<file path="config.mk">
export PLATFORM = sky130hd
export DESIGN_NAME = execute_stage
export DESIGN_NICKNAME = d
export VERILOG_FILES = /design/src/rtl/rvga_types.sv /design/src/rtl/execute_stage.sv
export SDC_FILE = /design/constraint.sdc
export NUM_CORES = 1
export LEC_CHECK = 0
export CAP_MARGIN = 5
export CORE_MARGIN = 8
export CORE_UTILIZATION = 50
export DETAILED_ROUTE_END_ITERATION = 16
export PLACE_DENSITY = 0.74
export SETUP_SLACK_MARGIN = 0.3
export SYNTH_ARGS = -nofsm -noshare
export SYNTH_HDL_FRONTEND = slang
export SYNTH_SLANG_ARGS = --single-unit
</file>
<file path="constraint.sdc">
create_clock -name clk_i -period 1.4 [get_ports clk_i]
set_input_delay 0.42 -clock clk_i [delete_from_list [all_inputs] [get_ports clk_i]]
set_output_delay 0.42 -clock clk_i [all_outputs]
set_load 0.01 [all_outputs]
</file>
<file path="src/rtl/rvga_types.sv">
// Shared rvga pipeline types: the control word carried between stages and its opcode encodings.
package rvga_types;

  localparam int unsigned XLEN = 32;

  typedef struct packed {
    logic            v;
    logic [XLEN-1:0] pc;
    logic [3:0]      alu_op;
    logic            src2_imm_v;
    logic            br_v;
    logic [2:0]      br_op;
    logic            jmp_v;
    logic            jalr_v;
    logic            md_v;
    logic [2:0]      md_op;
  } rvga_cword;

  localparam logic [3:0] ALU_ADD  = 4'd0;
  localparam logic [3:0] ALU_SUB  = 4'd1;
  localparam logic [3:0] ALU_SLL  = 4'd2;
  localparam logic [3:0] ALU_SLT  = 4'd3;
  localparam logic [3:0] ALU_SLTU = 4'd4;
  localparam logic [3:0] ALU_XOR  = 4'd5;
  localparam logic [3:0] ALU_SRL  = 4'd6;
  localparam logic [3:0] ALU_SRA  = 4'd7;
  localparam logic [3:0] ALU_OR   = 4'd8;
  localparam logic [3:0] ALU_AND  = 4'd9;

  // Branch and mul/div encodings follow the RISC-V funct3 values.
  localparam logic [2:0] BR_BEQ  = 3'd0;
  localparam logic [2:0] BR_BNE  = 3'd1;
  localparam logic [2:0] BR_BLT  = 3'd4;
  localparam logic [2:0] BR_BGE  = 3'd5;
  localparam logic [2:0] BR_BLTU = 3'd6;
  localparam logic [2:0] BR_BGEU = 3'd7;

  localparam logic [2:0] MD_MUL    = 3'd0;
  localparam logic [2:0] MD_MULH   = 3'd1;
  localparam logic [2:0] MD_MULHSU = 3'd2;
  localparam logic [2:0] MD_MULHU  = 3'd3;
  localparam logic [2:0] MD_DIV    = 3'd4;
  localparam logic [2:0] MD_DIVU   = 3'd5;
  localparam logic [2:0] MD_REM    = 3'd6;
  localparam logic [2:0] MD_REMU   = 3'd7;

endpackage

</file>
<file path="src/rtl/execute_stage.sv">
// rvga execute stage: ALU, branch/jump resolution and an iterative mul/div unit.
// Define RVGA_MULDIV_EN to build the mul/div FSM; otherwise md ops retire in one cycle with zero data.
module execute_stage
  import rvga_types::*;
(
  input  logic            clk_i,
  input  logic            rst_i,
  input  logic            stall_v_i,
  input  rvga_cword       cword_i,
  input  logic [XLEN-1:0] rs1_data_i,
  input  logic [XLEN-1:0] rs2_data_i,
  input  logic [XLEN-1:0] imm_data_i,
  output rvga_cword       cword_o,
  output logic [XLEN-1:0] alu_data_o,
  output logic            br_taken_o,
  output logic [XLEN-1:0] br_target_o,
  output logic            stall_v_o
);

  logic [XLEN-1:0] op_b, alu_res, res_c, target_c, md_data_c;
  logic [4:0]      shamt;
  logic            br_cond, br_taken_c;

  rvga_cword       cword_q, cword_d;
  logic [XLEN-1:0] alu_data_q, alu_data_d, br_target_q, br_target_d;
  logic            br_taken_q, br_taken_d;

  always_comb begin : alu
    op_b  = cword_i.src2_imm_v ? imm_data_i : rs2_data_i;
    shamt = op_b[4:0];
    case (cword_i.alu_op)
      ALU_ADD:  alu_res = rs1_data_i + op_b;
      ALU_SUB:  alu_res = rs1_data_i - op_b;
      ALU_SLL:  alu_res = rs1_data_i << shamt;
      ALU_SLT:  alu_res = {31'd0, $signed(rs1_data_i) < $signed(op_b)};
      ALU_SLTU: alu_res = {31'd0, rs1_data_i < op_b};
      ALU_XOR:  alu_res = rs1_data_i ^ op_b;
      ALU_SRL:  alu_res = rs1_data_i >> shamt;
      ALU_SRA:  alu_res = XLEN'($signed(rs1_data_i) >>> shamt);
      ALU_OR:   alu_res = rs1_data_i | op_b;
      ALU_AND:  alu_res = rs1_data_i & op_b;
      default:  alu_res = '0;
    endcase
  end

  always_comb begin : branch
    case (cword_i.br_op)
      BR_BEQ:  br_cond = (rs1_data_i == rs2_data_i);
      BR_BNE:  br_cond = (rs1_data_i != rs2_data_i);
      BR_BLT:  br_cond = ($signed(rs1_data_i) < $signed(rs2_data_i));
      BR_BGE:  br_cond = ($signed(rs1_data_i) >= $signed(rs2_data_i));
      BR_BLTU: br_cond = (rs1_data_i < rs2_data_i);
      BR_BGEU: br_cond = (rs1_data_i >= rs2_data_i);
      default: br_cond = 1'b0;
    endcase
    br_taken_c = cword_i.v & (cword_i.jmp_v | (cword_i.br_v & br_cond));
    target_c   = (cword_i.jmp_v & cword_i.jalr_v)
               ? ((rs1_data_i + imm_data_i) & ~XLEN'(1))
               : (cword_i.pc + imm_data_i);
  end

`ifdef RVGA_MULDIV_EN
  typedef enum logic [1:0] {MD_IDLE = 2'd0, MD_BUSY = 2'd1, MD_DONE = 2'd2} md_state_e;

  md_state_e       state_q, state_d;
  logic [4:0]      cnt_q, cnt_d;
  logic [63:0]     acc_q, acc_d;
  logic [XLEN-1:0] m_q, m_d;
  logic [2:0]      op_q, op_d;
  logic            neg_q, neg_d, dz_q, dz_d;

  logic            md_start_c, is_div, a_sgn, b_sgn, a_neg, b_neg;
  logic [XLEN-1:0] a_mag, b_mag, md_res_c;
  logic [32:0]     mul_sum, div_rem, div_diff;
  logic [63:0]     prod;
  logic [XLEN-1:0] quo, rem;

  assign md_start_c = cword_i.v & cword_i.md_v;

  always_ff @(posedge clk_i or negedge rst_i) begin : md_regs
    if (!rst_i) begin
      state_q <= MD_IDLE;
      cnt_q   <= '0;
      acc_q   <= '0;
      m_q     <= '0;
      op_q    <= '0;
      neg_q   <= 1'b0;
      dz_q    <= 1'b0;
    end else begin
      state_q <= state_d;
      cnt_q   <= cnt_d;
      acc_q   <= acc_d;
      m_q     <= m_d;
      op_q    <= op_d;
      neg_q   <= neg_d;
      dz_q    <= dz_d;
    end
  end

  always_comb begin : md_next_state
    state_d = state_q;
    case (state_q)
      MD_IDLE: if (md_start_c) state_d = MD_BUSY;
      MD_BUSY: if (cnt_q == 5'd31) state_d = MD_DONE;
      MD_DONE: if (!stall_v_i) state_d = MD_IDLE;
      default: state_d = MD_IDLE;
    endcase
  end

  // Operands are held as magnitudes; the sign is reapplied once the unsigned iteration finishes.
  always_comb begin : md_datapath
    is_div   = cword_i.md_op[2];
    a_sgn    = is_div ? ~cword_i.md_op[0] : (cword_i.md_op[1:0] != 2'b11);
    b_sgn    = is_div ? ~cword_i.md_op[0] : ~cword_i.md_op[1];
    a_neg    = a_sgn & rs1_data_i[31];
    b_neg    = b_sgn & rs2_data_i[31];
    a_mag    = a_neg ? (XLEN'(0) - rs1_data_i) : rs1_data_i;
    b_mag    = b_neg ? (XLEN'(0) - rs2_data_i) : rs2_data_i;
    mul_sum  = {1'b0, acc_q[63:32]} + {1'b0, (acc_q[0] ? m_q : XLEN'(0))};
    div_rem  = acc_q[63:31];
    div_diff = div_rem - {1'b0, m_q};
    cnt_d    = cnt_q;
    acc_d    = acc_q;
    m_d      = m_q;
    op_d     = op_q;
    neg_d    = neg_q;
    dz_d     = dz_q;
    case (state_q)
      MD_IDLE: begin
        cnt_d = '0;
        if (md_start_c) begin
          acc_d = {32'd0, (is_div ? a_mag : b_mag)};
          m_d   = is_div ? b_mag : a_mag;
          op_d  = cword_i.md_op;
          neg_d = (is_div & cword_i.md_op[1]) ? a_neg : (a_neg ^ b_neg);
          dz_d  = (rs2_data_i == XLEN'(0));
        end
      end
      MD_BUSY: begin
        cnt_d = cnt_q + 5'd1;
        if (op_q[2]) begin
          acc_d = div_diff[32] ? {div_rem[31:0], acc_q[30:0], 1'b0}
                               : {div_diff[31:0], acc_q[30:0], 1'b1};
        end else begin
          acc_d = {mul_sum, acc_q[31:1]};
        end
      end
      default: ;
    endcase
  end

  always_comb begin : md_result
    prod = neg_q ? (64'd0 - acc_q) : acc_q;
    quo  = neg_q ? (XLEN'(0) - acc_q[31:0]) : acc_q[31:0];
    rem  = neg_q ? (XLEN'(0) - acc_q[63:32]) : acc_q[63:32];
    case (op_q)
      MD_MUL:                       md_res_c = prod[31:0];
      MD_MULH, MD_MULHSU, MD_MULHU: md_res_c = prod[63:32];
      MD_DIV, MD_DIVU:              md_res_c = dz_q ? '1 : quo;
      default:                      md_res_c = rem;
    endcase
  end

  always_comb begin : md_outputs
    stall_v_o = rst_i & (((state_q == MD_IDLE) & md_start_c) |
                          (state_q == MD_BUSY) |
                          ((state_q == MD_DONE) & stall_v_i));
    md_data_c = (state_q == MD_DONE) ? md_res_c : '0;
  end
`else
  assign stall_v_o = 1'b0;
  assign md_data_c = '0;
`endif

  always_comb begin : result_mux
    if (cword_i.jmp_v)     res_c = cword_i.pc + XLEN'(4);
    else if (cword_i.md_v) res_c = md_data_c;
    else                   res_c = alu_res;
  end

  // Downstream stall freezes everything; our own stall turns the slot into a bubble.
  always_comb begin : out_next
    cword_d     = cword_q;
    alu_data_d  = alu_data_q;
    br_taken_d  = br_taken_q;
    br_target_d = br_target_q;
    if (!stall_v_i) begin
      if (stall_v_o) begin
        cword_d     = '0;
        alu_data_d  = '0;
        br_taken_d  = 1'b0;
        br_target_d = '0;
      end else begin
        cword_d     = cword_i;
        alu_data_d  = res_c;
        br_taken_d  = br_taken_c;
        br_target_d = target_c;
      end
    end
  end

  always_ff @(posedge clk_i or negedge rst_i) begin : out_regs
    if (!rst_i) begin
      cword_q     <= '0;
      alu_data_q  <= '0;
      br_taken_q  <= 1'b0;
      br_target_q <= '0;
    end else begin
      cword_q     <= cword_d;
      alu_data_q  <= alu_data_d;
      br_taken_q  <= br_taken_d;
      br_target_q <= br_target_d;
    end
  end

  assign cword_o     = cword_q;
  assign alu_data_o  = alu_data_q;
  assign br_taken_o  = br_taken_q;
  assign br_target_o = br_target_q;

endmodule

</file>
==> qor.csv, run 1 <==
metric,value,unit
H-Tree Depth,4,
Clock Path Buffers,2,
# rows,70,
port buffer count,259,
HPWL Detailed,85130,um
Clock Sinks,113,
Initial Util,0.5067,
post-synthesis cell count,2451,
outcome,aborted with a tool error,
top cell type's share of synthesized area,0.1528,
Syn. warnings,0,
Netlist cell types,99,
CTS root buf,clkbuf_16,
Synth Flop Type,dfrtp_1,
synth cell count leaders,"nand2_1 (241), nor2_1 (204), a21oi_1 (196)",
Place WS,-2.654,ns
largest net degree at the start of global routing,59,
GRT Total Usage,0.8278,
Synth async-reset ratio,1.000,
Fail Step,5_1_grt,
synth top area cells,"dfrtp_1 (15%), ha_1 (13%), mux2i_1 (6.9%)",
GP Congestion,1.152,
vias in the first global route,37774,
Synth area leader,dfrtp_1,
sequential share of the synthesized area,0.1528,
Die Wd,208.4,um
synthesized area,18510,um2
GRT overflow,428,
synthesis-stage register bit count,113,
first-pass GRT wire length,276600,um
Post-synth EDFFs,0,
CTS buffer count,17,
syn nets,2797,
Post-Syn Area per Cell,7.550,um2
most instantiated library cell after synthesis,nand2_1,
Run Error,[ERROR GRT-0116] Global routing finished with congestion. Check the congestion regions in the DRC Viewer.,
die height,208.4,um
io pins,261,
placed insts,3948,
## logic make-up after synthesis
logic type                 share of synthesized area
muxes                                         0.1224
and+or+nand+nor                               0.1844
other                                      0.0002026
buffers and inverters                        0.06640
xor gates and xnor gates                     0.03692
DFF                                           0.1528
adders and majority gates                     0.1362
AOI/OAI and AO/OA                             0.3007
## layer usage
| metal | GRT overflow | global-route usage |
|---|---|---|
| met2 | 232 | 0.9419 |
| met4 | 166 | 0.8238 |
| met3 | 12 | 0.7401 |
| met5 | 1 | 0.4443 |
| met1 | 17 | 0.8211 |
## metrics by stage
stage	util	instance area [um2]
after floorplan	-	20050
after global placement	0.8032	29330
after detailed placement	0.8032	29330
after CTS	0.9126	33330
## timing repair
action                                  4_1_cts
endpoints found under the setup margin      199
buffers inserted                            176
pin swaps                                   198
gates cloned                                  8
resized for setup                          1226
endpoints found under the hold margin        19
hold buffers                                  1
==> inputs of run 2 (changes only) <==
--- a/config.mk
+++ b/config.mk
@@ -7,10 +7,9 @@
 export LEC_CHECK = 0
 export CAP_MARGIN = 5
 export CORE_MARGIN = 8
-export CORE_UTILIZATION = 50
+export CORE_UTILIZATION = 35
 export DETAILED_ROUTE_END_ITERATION = 16
-export PLACE_DENSITY = 0.74
-export SETUP_SLACK_MARGIN = 0.3
+export PLACE_DENSITY_LB_ADDON = 0.15
 export SYNTH_ARGS = -nofsm -noshare
 export SYNTH_HDL_FRONTEND = slang
 export SYNTH_SLANG_ARGS = --single-unit
==> run 2 against run 1 <==
Effect of this change:
- the flow now finishes, with violations (negative setup slack)
- synthesized cell count unchanged
- synthesized area unchanged
==> qor.csv, run 2 <==
metric,value,unit,change
DRT Wirelength,119400,um,
largest net degree at the start of global routing,59,,
sequential share of the synthesized area,0.1528,,unchanged
GRT Total Usage,0.3765,,
Final setup viols,176,,
family with the most delay on the worst path,compound AO/OA/AOI/OAI gates,,
Netlist cell types,99,,unchanged
CTS buffer count,17,,unchanged
crit share post-route,2.225,,
CTS root buf,clkbuf_16,,
DR DRC count,0,,
H-Tree Depth,4,,unchanged
Util after Layout,0.6701,,
area grow syn2layout,89.92,%,
WS Path Type,input pin to flip-flop,,
final cell count without fillers,4483,,
CP Depth,14,,
area share of fa/ha/maj cells after synthesis,0.1362,,unchanged
# rows,84,,+20%
Leak,16.38,nW,
Synth area leader,dfrtp_1,,
initial antenna violation count,4,,
outcome,"finished, violations left",,
relative slew slack,0.5563,,
synth top area cells,"dfrtp_1 (15%), ha_1 (13%), mux2i_1 (6.9%)",,
core area,52450,um2,
Antenna Nets Post-Route,0,,
final hold vios,0,,
GP Congestion,1.047,,-9.1%
Vias,26734,,
RSZ-0062 raised after global routing,yes,,
Pwr Total,25.20,mW,
"commonest non-fill, non-tap cell in the layout",buf_4,,
worst path required time,1.76,ns,
post-synthesis mux area share,0.1224,,unchanged
top cell type's share of synthesized area,0.1528,,unchanged
clk_lat worst skew,0.49,ns,
most instantiated library cell after synthesis,nand2_1,,
Worst Path Max Fanout,6,,
most frequent cells in the layout,"buf_4 (1,010), nand2_1 (227), buf_6 (202), nor2_1 (194), a21oi_1 (145)",,
measured slew at the worst slew-check pin,0.6571,ns,
Clock Sinks,113,,unchanged
VDD IR max,0.9920,mV,
hold path depth,2,,
FILL cells,4279,,
Clock Path Buffers,2,,unchanged
pins over their slew limit,0,,
Die Wd,245.9,um,+18%
HPWL Detailed,93340,um,+9.6%
placed insts,4219,,+6.9%
synthesis-stage register bit count,113,,unchanged
Synth Flop Type,dfrtp_1,,
WL/cell,26.64,um,
Syn. warnings,0,,unchanged
Post-synth EDFFs,0,,unchanged
Final #Nets,4124,,
FF/Latch Area,2834,um2,
post-synthesis cell count,2451,,unchanged
number of DRC markers in iteration 0,2437,,
final setup TNS,-83.70,ns,
port buffer count,259,,unchanged
Synth async-reset ratio,1.000,,unchanged
Worst Path Buf+Inv,3,,
Worst Slack Setup Final,-1.715,ns,
GRT overflow,0,,
CP most frequent cell,buf_4,,
synthesized area,18510,um2,unchanged
"critical path, cell by cell",buf_12 -> mux2i_4 -> ha_4 -> o21ba_1 -> or4_4 -> a31oi_4 -> buf_4 -> o21ai_4 -> a32oi_1 -> buf_4 -> a31o_4 -> o211ai_1 -> a21oi_2 -> a211oi_2,,
WHS,0.2477,ns,
CTS tree,built,,
synth cell count leaders,"nand2_1 (241), nor2_1 (204), a21oi_1 (196)",,
vias in the first global route,26579,,
R2R cell count,7,,
first-pass GRT wire length,172200,um,
Hold WC Path Type,input pin to flip-flop,,
share of layout cells above drive strength 1,0.5128,,
simple-gate share of the synthesized area,0.1844,,unchanged
Post-Synth XOR/XNOR Area,0.03692,,unchanged
Post-Syn Area per Cell,7.550,um2,unchanged
DRT Pass-1 Iters,6,,
die area,60490,um2,
Final Critical Period,3.115,ns,
post-synthesis compound-gate area fraction,0.3007,,unchanged
vias per inst,5.963,,
Cell Pwr Density,717.0,nW/um2,
combinational family with the most area after synthesis,compound AO/OA/AOI/OAI gates,,
CP startpoint kind,input pin,,
crit path capture type,flip-flop,,
syn nets,2797,,unchanged
fmax,321.0,MHz,
area of the multi-input gates,17760,um2,
max-cap violation count,0,,
io pins,261,,unchanged
clk slew on worst S/H paths,0.07,ns,
max reg flops,48,,
Initial Util,0.3528,,-0.1538
Worst Path Arrival,3.48,ns,
die height,245.9,um,+18%
"Max stage delay cell, worst path",or4_4,,
Crit path largest cell delay,0.55,ns,
violations in the final reports,negative setup slack,,
Worst Clk Skew,0,ns,
-- run 2: cell counts after synthesis --
No cell type changed its count.
-- run 2: what timing repair did --
action	4_1_cts	5_1_grt
resized for setup	1231	245
endpoints found under the hold margin	21	0
setup buffers	158	70
setup endpoints to repair	187	185
hold buffers	1	0
gates cloned	8	0
pin swaps	231	137
-- run 2: layout make-up --
class                   instances  area share
well taps                     688     0.02449
clock buffers                  17     0.01210
diodes                          4   0.0002848
clock inverters                15    0.004913
inverters                     163     0.01894
repair buffers               1448      0.3532
flip-flops and latches        113     0.08064
multi-input cells            2035      0.5054
-- run 2: metrics by stage --
stage / setup WS (ns) / instance area, um2
finish: -1.715 / 35150
global route: -1.769 / 35150
CTS: -1.663 / 33670
detailed placement: -2.954 / 29890
global placement: -2.906 / 29890
floorplan: -2.150 / 19720
-- run 2: cells by family (layout without fill, tap and decap cells) --
group	count (synthesis)	after routing
adders and majority gates	199	199
buffers and inverters	303	1643
other	1	5
xor gates and xnor gates	78	78
DFF	113	113
and+or+nand+nor	734	734
muxes	195	195
AOI/OAI and AO/OA	828	828
-- run 2: metal layers --
metal  vias up  part of all wire  wire length (um)  global-route usage
met5         -           0.00010                12                   0
met4         2             0.058              6963              0.1908
met3       333             0.091             10920             0.06940
met2      1540              0.44             52630              0.5869
met1     13082              0.41             48900              0.4929
li1      11777                 -                 -                   -
-- run 2: worst register-to-register path: stages, from the launching register on --
cell,delay (ns)
dfrtp_1,0.40
nand2_1,0.12
nand3_1,0.17
a311oi_1,0.31
buf_4,0.18
o221ai_1,0.09
nor3_1,0.25
a22oi_1,0.14
-- run 2: final timing paths --
path,from,to,slack (ns)
min,stall_v_i,alu_data_o[25],0.25
min in group asynchronous,rst_i,br_target_o[4],0.40
min reg2reg,br_target_o[9],br_target_o[9],0.49
max in group asynchronous,rst_i,alu_data_o[29],0.45
max reg2reg,alu_data_o[28],alu_data_o[28],-0.39
max,cword_i[10],alu_data_o[27],-1.72
-- run 2: power breakdown --
part	switching, mW	internal [mW]
logic	8.23	8.06
clock network	2.17	2.67
registers	0.370	3.70
Power figures use the tool's default switching activity.
==> inputs of run 3 (changes only) <==
--- a/config.mk
+++ b/config.mk
@@ -5,11 +5,13 @@
 export SDC_FILE = /design/constraint.sdc
 export NUM_CORES = 1
 export LEC_CHECK = 0
+export ABC_AREA = 0
 export CAP_MARGIN = 5
 export CORE_MARGIN = 8
-export CORE_UTILIZATION = 35
+export CORE_UTILIZATION = 58
 export DETAILED_ROUTE_END_ITERATION = 16
 export PLACE_DENSITY_LB_ADDON = 0.15
+export SLEW_MARGIN = 20
 export SYNTH_ARGS = -nofsm -noshare
 export SYNTH_HDL_FRONTEND = slang
 export SYNTH_SLANG_ARGS = --single-unit
==> run 3 against run 2 <==
Effect of this change:
- the run now fails in 4_1_cts
- synthesized area stayed put
- synthesized cell count stayed put
==> qor.csv, run 3 <==
metric,value,unit,change
outcome,aborted with a tool error,,
Fail Step,4_1_cts,,
Run Error,"[ERROR DPL-0038] Utilization greater than 100%, impossible to legalize",,
CTS root buf,clkbuf_16,,
# rows,65,,-23%
Synth area leader,dfrtp_1,,
Netlist cell types,99,,unchanged
synthesized area,18510,um2,unchanged
Die Wd,194.6,um,-21%
sequential share of the synthesized area,0.1528,,unchanged
postcts setup bufs,228,,+44%
Initial Util,0.5880,,+0.2351
Post-synth EDFFs,0,,unchanged
synth top area cells,"dfrtp_1 (15%), ha_1 (13%), mux2i_1 (6.9%)",,
die height,194.6,um,-21%
most instantiated library cell after synthesis,nand2_1,,
H-Tree Depth,4,,unchanged
Clock Sinks,113,,unchanged
Resized Gates After CTS,1554,,+26%
Clock Path Buffers,2,,unchanged
port buffer count,259,,unchanged
synthesis-stage register bit count,113,,unchanged
post-synthesis cell count,2451,,unchanged
syn nets,2797,,unchanged
Syn. warnings,0,,unchanged
Synth Flop Type,dfrtp_1,,
Post-Syn Area per Cell,7.550,um2,unchanged
Synth async-reset ratio,1.000,,unchanged
GP Congestion,1.309,,+25%
synth cell count leaders,"nand2_1 (241), nor2_1 (204), a21oi_1 (196)",,
CTS buffer count,17,,unchanged
HPWL Detailed,87390,um,-6.4%
top cell type's share of synthesized area,0.1528,,unchanged
io pins,261,,unchanged
CTS hold repair buffers,1,,unchanged
[run 3: cell counts after synthesis]
No cell type changed its count.
[run 3: logic make-up after synthesis]
kind of cell	Yosys count	synth area share
other cells	1	0.0002026
xor+xnor	78	0.03692
simple gates	734	0.1844
fa+ha+maj	199	0.1362
flops	113	0.1528
compound gates	828	0.3007
buf+inv	303	0.06640
mux	195	0.1224
[run 3: stage by stage]
step	cell area, um2	worst slack [ns]	TNS (ns)	cells
after detailed placement	28640	-2.611	-153.52	3824
after global placement	28640	-2.385	-141.92	3824
after floorplan	19720	-2.150	-80.02	2451
